<file path="src/rtl/ntt_pkg.sv">
// ---------------------------------------------------------------------------
// ntt_pkg
// Shared definitions for the NTT butterfly datapath:
//   bf_mode_e  - butterfly flavour (Cooley-Tukey forward, Gentleman-Sande inverse)
//   BF_LAT     - accept-to-present latency of ntt_butterfly_pipe, in cycles
//   barrett_mu - Barrett constant floor(2^(2K) / q), evaluated at elaboration
//   inv2_mod   - x * 2^-1 mod q for x < q (halving in the odd/even form)
// ---------------------------------------------------------------------------
package ntt_pkg;

  typedef enum logic {
    BF_CT = 1'b0,
    BF_GS = 1'b1
  } bf_mode_e;

  localparam int BF_LAT = 4;

  // 2^(2K) can exceed 64 bits for K = 32, so the division runs in a wide temporary.
  function automatic longint unsigned barrett_mu(input longint unsigned q, input int k);
    logic [129:0] num;
    num = 130'd1 << (2 * k);
    return 64'(num / 130'(q));
  endfunction

  // For odd q, x/2 mod q is x>>1 when x is even and (x+q)>>1 when x is odd.
  function automatic longint unsigned inv2_mod(input longint unsigned x, input longint unsigned q);
    longint unsigned t;
    t = x;
    if (t[0]) t = t + q;
    return t >> 1;
  endfunction

endpackage

</file>
<file path="src/rtl/mod_mul_barrett.sv">
// ---------------------------------------------------------------------------
// mod_mul_barrett
// Three-register modular multiplier r = x*y mod Q using Barrett reduction.
//   reg 1: full 2W-bit product
//   reg 2: quotient estimate (product carried alongside)
//   reg 3: remainder after at most two conditional subtractions of Q
// The whole pipeline moves only when en=1; valid tracking lives in the parent.
// Ports:
//   clk - clock
//   en  - pipeline advance
//   x,y - operands, both < Q
//   r   - x*y mod Q, three enabled cycles after x,y are presented
// ---------------------------------------------------------------------------
module mod_mul_barrett
  import ntt_pkg::*;
#(
  parameter int              W = 32,
  parameter longint unsigned Q = 40961
) (
  input  logic         clk,
  input  logic         en,
  input  logic [W-1:0] x,
  input  logic [W-1:0] y,
  output logic [W-1:0] r
);

  localparam int              K   = $clog2(Q);
  localparam int              PW  = 2 * W;
  localparam int              EW  = 2 * K + 2;
  localparam logic [K:0]      MU  = (K + 1)'(barrett_mu(Q, K));
  localparam logic [PW-1:0]   Q_P = PW'(Q);
  localparam logic [W+1:0]    Q_R = (W + 2)'(Q);

  logic [PW-1:0] prod_s1;
  logic [PW-1:0] prod_s2;
  logic [K:0]    q_est_s2;

  logic [K:0]    prod_hi;
  logic [EW-1:0] q_prod;
  logic [K:0]    q_est;
  logic [W+1:0]  r_raw;
  logic [W+1:0]  r_fix1;
  logic [W+1:0]  r_fix2;

  // prod < Q^2 < 2^(2K), so prod>>(K-1) fits in K+1 bits, and MU < 2^(K+1).
  always_comb begin
    prod_hi = (K + 1)'(prod_s1 >> (K - 1));
    q_prod  = EW'(prod_hi) * EW'(MU);
    q_est   = (K + 1)'(q_prod >> (K + 1));
  end

  // The estimate undershoots the true quotient by at most 2, so r_raw < 3Q.
  always_comb begin
    r_raw  = (W + 2)'(prod_s2 - PW'(q_est_s2) * Q_P);
    r_fix1 = (r_raw  >= Q_R) ? r_raw  - Q_R : r_raw;
    r_fix2 = (r_fix1 >= Q_R) ? r_fix1 - Q_R : r_fix1;
  end

  // NOTE: non-blocking assignments let every register sample the pre-edge value
  // of its predecessor, which is what makes this a pipeline instead of a chain.
  // NOTE: pure datapath registers carry no reset; their contents only matter
  // when the parent's matching valid bit is set, and that bit is reset.
  always_ff @(posedge clk) begin
    if (en) begin
      prod_s1  <= PW'(x) * PW'(y);
      prod_s2  <= prod_s1;
      q_est_s2 <= q_est;
      r        <= W'(r_fix2);
    end
  end

endmodule

</file>
<file path="src/rtl/ntt_butterfly_pipe.sv">
// ---------------------------------------------------------------------------
// ntt_butterfly_pipe
// Multi-lane radix-2 NTT butterfly with valid/ready flow control.
//   CT (mode 0): P = B*W;  A' = A+P;  B' = A-P            (all mod Q)
//   GS (mode 1): A' = A+B; B' = (A-B)*W; optional halving of both (all mod Q)
// Register chain (one whole-pipeline advance per step):
//   s0  : captured inputs; GS add/sub and multiplier operand select follow it
//   s1-3: the three registers of mod_mul_barrett, sideband carried in step
//   out : CT add/sub and GS halving, presented to the consumer
// Ports:
//   clk, reset          - clock, synchronous active-high reset
//   in_valid/in_ready   - input handshake (in_ready does not depend on in_valid)
//   in_mode, in_halve   - butterfly flavour, GS halving request
//   in_a, in_b, in_w    - per-lane operands, lane i at [i*W +: W]
//   in_tag              - opaque tag returned with the result
//   out_valid/out_ready - output handshake
//   out_a, out_b        - per-lane results
//   out_tag             - tag of the presented transaction
// ---------------------------------------------------------------------------
module ntt_butterfly_pipe
  import ntt_pkg::*;
#(
  parameter int              W     = 32,
  parameter longint unsigned Q     = 40961,
  parameter int              LANES = 1,
  parameter int              TAG_W = 8
) (
  input  logic                 clk,
  input  logic                 reset,
  input  logic                 in_valid,
  output logic                 in_ready,
  input  logic                 in_mode,
  input  logic                 in_halve,
  input  logic [LANES*W-1:0]   in_a,
  input  logic [LANES*W-1:0]   in_b,
  input  logic [LANES*W-1:0]   in_w,
  input  logic [TAG_W-1:0]     in_tag,
  output logic                 out_valid,
  input  logic                 out_ready,
  output logic [LANES*W-1:0]   out_a,
  output logic [LANES*W-1:0]   out_b,
  output logic [TAG_W-1:0]     out_tag
);

  localparam int         LW  = LANES * W;
  localparam logic [W:0] Q_X = (W + 1)'(Q);

  typedef struct packed {
    logic             valid;
    bf_mode_e         mode;
    logic             halve;
    logic [TAG_W-1:0] tag;
  } side_t;

  function automatic logic [W-1:0] add_mod(input logic [W-1:0] x, input logic [W-1:0] y);
    logic [W:0] s;
    s = {1'b0, x} + {1'b0, y};
    if (s >= Q_X) s = s - Q_X;
    return W'(s);
  endfunction

  function automatic logic [W-1:0] sub_mod(input logic [W-1:0] x, input logic [W-1:0] y);
    logic [W:0] s;
    if (x >= y) s = {1'b0, x} - {1'b0, y};
    else        s = {1'b0, x} + Q_X - {1'b0, y};
    return W'(s);
  endfunction

  function automatic logic [W-1:0] halve_mod(input logic [W-1:0] x);
    logic [W:0] s;
    s = {1'b0, x} + (x[0] ? Q_X : '0);
    return W'(s >> 1);
  endfunction

  logic    advance;
  side_t   s0_side, s1_side, s2_side, s3_side;
  logic [LW-1:0] s0_a, s0_b, s0_w;
  // A in CT mode, (A+B) mod Q in GS mode; travels beside the multiplier.
  logic [LW-1:0] keep_s0, s1_keep, s2_keep, s3_keep;
  logic [LW-1:0] mul_x, mul_r, res_a, res_b;

  // Everything moves together; a full output register that is not being
  // drained freezes the whole chain, bubbles included.
  assign advance  = !out_valid || out_ready;
  assign in_ready = advance;

  always_ff @(posedge clk) begin
    if (reset) begin
      s0_side   <= '0;
      s1_side   <= '0;
      s2_side   <= '0;
      s3_side   <= '0;
      out_valid <= 1'b0;
      out_a     <= '0;
      out_b     <= '0;
      out_tag   <= '0;
    end else if (advance) begin
      s0_side   <= '{valid: in_valid, mode: bf_mode_e'(in_mode), halve: in_halve, tag: in_tag};
      s1_side   <= s0_side;
      s2_side   <= s1_side;
      s3_side   <= s2_side;
      out_valid <= s3_side.valid;
      out_a     <= res_a;
      out_b     <= res_b;
      out_tag   <= s3_side.tag;
    end
  end

  always_ff @(posedge clk) begin
    if (advance) begin
      s0_a    <= in_a;
      s0_b    <= in_b;
      s0_w    <= in_w;
      s1_keep <= keep_s0;
      s2_keep <= s1_keep;
      s3_keep <= s2_keep;
    end
  end

  for (genvar i = 0; i < LANES; i++) begin : g_lane
    logic [W-1:0] a0, b0;
    logic [W-1:0] keep3, prod3;
    logic [W-1:0] ra, rb;

    assign a0 = s0_a[i*W +: W];
    assign b0 = s0_b[i*W +: W];

    assign keep_s0[i*W +: W] = (s0_side.mode == BF_GS) ? add_mod(a0, b0) : a0;
    assign mul_x[i*W +: W]   = (s0_side.mode == BF_GS) ? sub_mod(a0, b0) : b0;

    mod_mul_barrett #(
      .W (W),
      .Q (Q)
    ) u_mul (
      .clk (clk),
      .en  (advance),
      .x   (mul_x[i*W +: W]),
      .y   (s0_w[i*W +: W]),
      .r   (mul_r[i*W +: W])
    );

    assign keep3 = s3_keep[i*W +: W];
    assign prod3 = mul_r[i*W +: W];

    // NOTE: both results get a value before any branch, so no path through
    // this block leaves them unassigned and no latch can be inferred.
    always_comb begin
      ra = add_mod(keep3, prod3);
      rb = sub_mod(keep3, prod3);
      if (s3_side.mode == BF_GS) begin
        ra = keep3;
        rb = prod3;
        if (s3_side.halve) begin
          ra = halve_mod(ra);
          rb = halve_mod(rb);
        end
      end
    end

    assign res_a[i*W +: W] = ra;
    assign res_b[i*W +: W] = rb;
  end

endmodule

</file>
<file path="config.mk">
export PLATFORM = sky130hd
export DESIGN_NAME = ntt_butterfly_pipe
export DESIGN_NICKNAME = d
export VERILOG_FILES = /design/src/rtl/ntt_pkg.sv /design/src/rtl/mod_mul_barrett.sv /design/src/rtl/ntt_butterfly_pipe.sv
export SDC_FILE = /design/constraint.sdc
export NUM_CORES = 2
export LEC_CHECK = 0
export BUFFER_PORTS_ARGS = -buffer_cell sky130_fd_sc_hd__buf_2
export CORE_MARGIN = 1.5
export CORE_UTILIZATION = 55
export CTS_BUF_LIST = sky130_fd_sc_hd__clkbuf_16
export DETAILED_ROUTE_END_ITERATION = 8
export PLACE_DENSITY = 0.76
export SLEW_MARGIN = 20
export SYNTH_ARGS = -nofsm -noshare
export SYNTH_HDL_FRONTEND = slang
export SYNTH_HIERARCHICAL = 1
export SYNTH_SLANG_ARGS = --single-unit
</file>
<file path="constraint.sdc">
create_clock -name clk -period 29.5 [get_ports clk]
set_input_delay 4.425 -clock clk [delete_from_list [all_inputs] [get_ports clk]]
set_output_delay 4.425 -clock clk [all_outputs]
set_load 0.005 [all_outputs]
</file>
==> results.env <==
SYNTH.TOP_CELLS.BY_COUNT='1093 x inv_1, 800 x nand2_1, 654 x fa_1, 647 x ha_1, 388 x a21oi_1'
DR.FIRST_ITER.DRC_COUNT=4566
CRITICAL_PATH.MAX_FANOUT=49
SYNTH.MOST_COMMON_CELL='inv_1'
DP.CELLS=8144
WORST_HOLD_PATH.NUM_CELLS=0
SYN_NETS=8187
CTS.CLK_SLEW.WORST_PATHS_NS=0.07
FIN_CRIT_NS=11.70
FLOORPLAN.DIE_AREA_UM2=111000
MIN-DELAY-PATH-CLASS='flip-flop to flip-flop'
TIMING_HOLD_VIOLATIONS_FINAL=0
DPL.HPWL_UM=129000
VIA_COUNT_OF_THE_FIRST_GLOBAL_ROUTING_PASS=48100
REG2REG_FROM='g_lane[0].b0[5]'
DRC=0
TIMING.SLEW.HEADROOM_PCT=29.3
SETUP.WORST_PATH.CLASS='flip-flop to flip-flop'
DRT_FIRST_PASS_ITERS=8
DIE_W_UM=333
NETLIST.AREA_LEADER.SHARE_PCT=21.8
REGTOREGENDPOINT='g_lane[0].u_mul/prod_s1[33]'
CLK_ROOT_BUFFER_CELL='clkbuf_16'
YOSYSWARNINGS=6
WORSTSETUPPATHDEPTH=42
REG.LARGEST.LIST='g_lane.u_mul/prod_s1 x34, g_lane.u_mul/prod_s2 x34'
REQUIRED_NS=29.88
LAYOUT.CELLS.NON_FILLER=8231
SETUP_TOTAL_NEGATIVE_SLACK_NS=0
CPPEAKSTAGEDELAY_NS=0.68
MAX-CLOCK-PATH-BUFFERS=3
CTS_HOLD_BUFFERS=0
POST_ROUTE_CELLS_DRIVE_ABOVE_1_SHARE_PCT=7.10
SYNTH_TOP_FLOP_CELL='edfxtp_1'
HTREE_NUM_LEVELS=2
SYNTHDISTINCTLIBCELLS=129
ROUTED_VIA_DENSITY=5.91
HOLDPATHEND='g_lane[0].keep3[20]'
WORST_SLEW_PIN_SLEW_NS=1.06
CTS_SETUP_BUFFERS=0
VIAS=48600
SYNTH-EDFF-COUNT=309
RR_WORST_DEPTH=42
CORE_REGION_AREA_UM2=109000
CP.BUFFERS_INVERTERS=7
CRIT_SLOWEST_CELL='a41o_2'
SYNTHESIS.INSTANCES=6776
GRT_USE_TOTAL_PCT=29.2
POST_DRT_WL_PER_CELL_UM=19.8
DETAILED_ROUTE_WL_UM=163000
FLOORPLAN.DIE.HEIGHT_UM=333
REG2REG_SLACK_NS=17.80
CRITPATHARRIVALTIME_NS=12.09
SETUP_VIOL_COUNT_FINAL=0
POST_SYNTH_MAIN_AREA_CONTRIBUTORS='fa_1 22%, edfxtp_1 15%, ha_1 13%'
ANTENNA_LEFT=0
NUM_ANTENNA_CELLS=0
START_KIND='flip-flop'
PORTBUFFERS=183
FINAL_MAX_SLEW_VIOL_COUNT=0
SYN-CELL-AREA_UM2=60000
ASYNC_FLOP_SHARE_PCT=0
AREA_GROWTH_PCT=5.96
GRT_MAX_DEGREE=99
NUMBER_OF_SYNTHESIZED_REGISTER_BITS=426
START_UTIL_PCT=55.3
CTS_TREE='built'
GRT_FIRST_PASS_WIRELENGTH_UM=259000
MIN_FROM='s2_keep[20]'
GRT_SETUP_UNREPAIRED='no'
I_O_PIN_TOTAL=184
ANTENNA_FOUND_INITIAL=2
CLOCK-SKEW-FINAL_NS=0.0709
SYNTH.AVG_CELL_AREA_UM2=8.86
CRITICAL_PATH.TOP_DELAY_FAMILY='adder cells'
GLOBALROUTEOVERFLOWTOTAL=0
NUMCTSBUFFERS=48
FILL_CELLS=9289
NUM_ROWS=121
WORST_SKEW_PAIR.LATE_LATENCY_NS=0.68
MAX_CAP_CHECK_VIOLATION_COUNT=0
FMAXACHIEVABLE_MHz=85.4
RESIZED_CELLS_POST_CTS=0
POSTLAYOUTCOREUTIL_PCT=58.6
FINALWEIGHTEDCONGESTION=0.968
CTS.SINK_COUNT=426
SYNTH_LARGEST_AREA_CELL='fa_1'
PERIOD_UTILIZATION_POST_ROUTE_PCT=39.7
STATUS='finished clean'
LAYOUT.NETS=8191
YS_SEQ_AREA_SHARE_PCT=19.4
CRIT_PATH_END_KIND='flip-flop'
## layout make-up
type                            count  area (um2)  share of cell area (%)
Tap cell                         1414        1770                    2.78
Clock inverter                     39         347                   0.545
Clock buffer                       48        1200                    1.89
Multi-Input combinational cell   4963       43200                    67.9
Sequential cell                   426       11600                    18.3
Inverter                         1097        4130                    6.49
Timing Repair Buffer              244        1370                    2.16
## layout by cell type, fill, tap and decap left out, drive strengths merged, types with 13 or more instances in the layout
cell | Yosys | routed
a211o | 13 | 13
a211oi | 62 | 62
a21boi | 16 | 16
a21o | 48 | 48
a21oi | 390 | 390
a31oi | 58 | 58
and2 | 202 | 202
and3 | 41 | 41
buf | 59 | 244
clkbuf | 231 | 48
clkinv | 4 | 22
dfxtp | 117 | 117
edfxtp | 309 | 309
fa | 654 | 654
ha | 647 | 647
inv | 1093 | 1105
mux2i | 30 | 30
nand2 | 803 | 803
nand2b | 35 | 35
nand3 | 106 | 106
nand3b | 13 | 13
nand4 | 51 | 51
nor2 | 365 | 365
nor2b | 48 | 48
nor3 | 107 | 107
nor4 | 60 | 60
nor4b | 15 | 15
o2111ai | 21 | 21
o211ai | 69 | 69
o21a | 36 | 36
o21ai | 258 | 258
o21bai | 31 | 31
o22ai | 16 | 16
o31a | 18 | 18
o31ai | 49 | 49
or2 | 28 | 28
or3 | 37 | 37
xnor2 | 316 | 316
xor2 | 87 | 87
## cell families (layout without fill, tap and decap cells)
logic type      after synthesis  count (layout)  share of synthesized area [%]
mux                          40              40                          0.688
fa+ha+maj                  1301            1301                           35.3
simple gates               1960            1960                           15.7
buf+inv                    1387            1428                           8.86
xor+xnor                    403             403                           5.96
compound gates             1259            1259                           14.1
flops                       426             426                           19.4
## layer usage
metal	track usage (%)	part of all wire (%)	wire, um	vias to the layer above
met5	0	0	0	-
met4	10.1	3.7	5950	0
met3	4.80	8.2	13300	340
met2	47.6	46	74900	1944
met1	39.3	42	68600	23700
li1	-	-	-	22600
## worst max-delay path by stage
stage,slack (ns),to,from
after floorplan,11.66,in_ready,out_ready
after CTS,17.93,g_lane[0].u_mul/prod_s1[33],g_lane[0].b0[5]
after detailed placement,18.01,g_lane[0].u_mul/prod_s1[33],g_lane[0].b0[5]
after global placement,18.23,g_lane[0].u_mul/prod_s1[33],g_lane[0].b0[5]
final,17.80,g_lane[0].u_mul/prod_s1[33],g_lane[0].b0[5]
after global routing,17.18,g_lane[0].u_mul/prod_s1[33],g_lane[0].b0[5]
## per-stage QoR
step                      setup slack (ns)  hold slack (ns)  cell area, um2
after floorplan                      11.66            0.400           60000
after global placement               18.23            0.401           62100
after detailed placement             18.01            0.405           62100
after CTS                            17.93            0.408           63600
after global routing                 17.18            0.418           63600
final                                17.80            0.409           63600
Power is not shown: default switching activity piles up to over one toggle a cycle in this logic, so the estimate is an artifact.
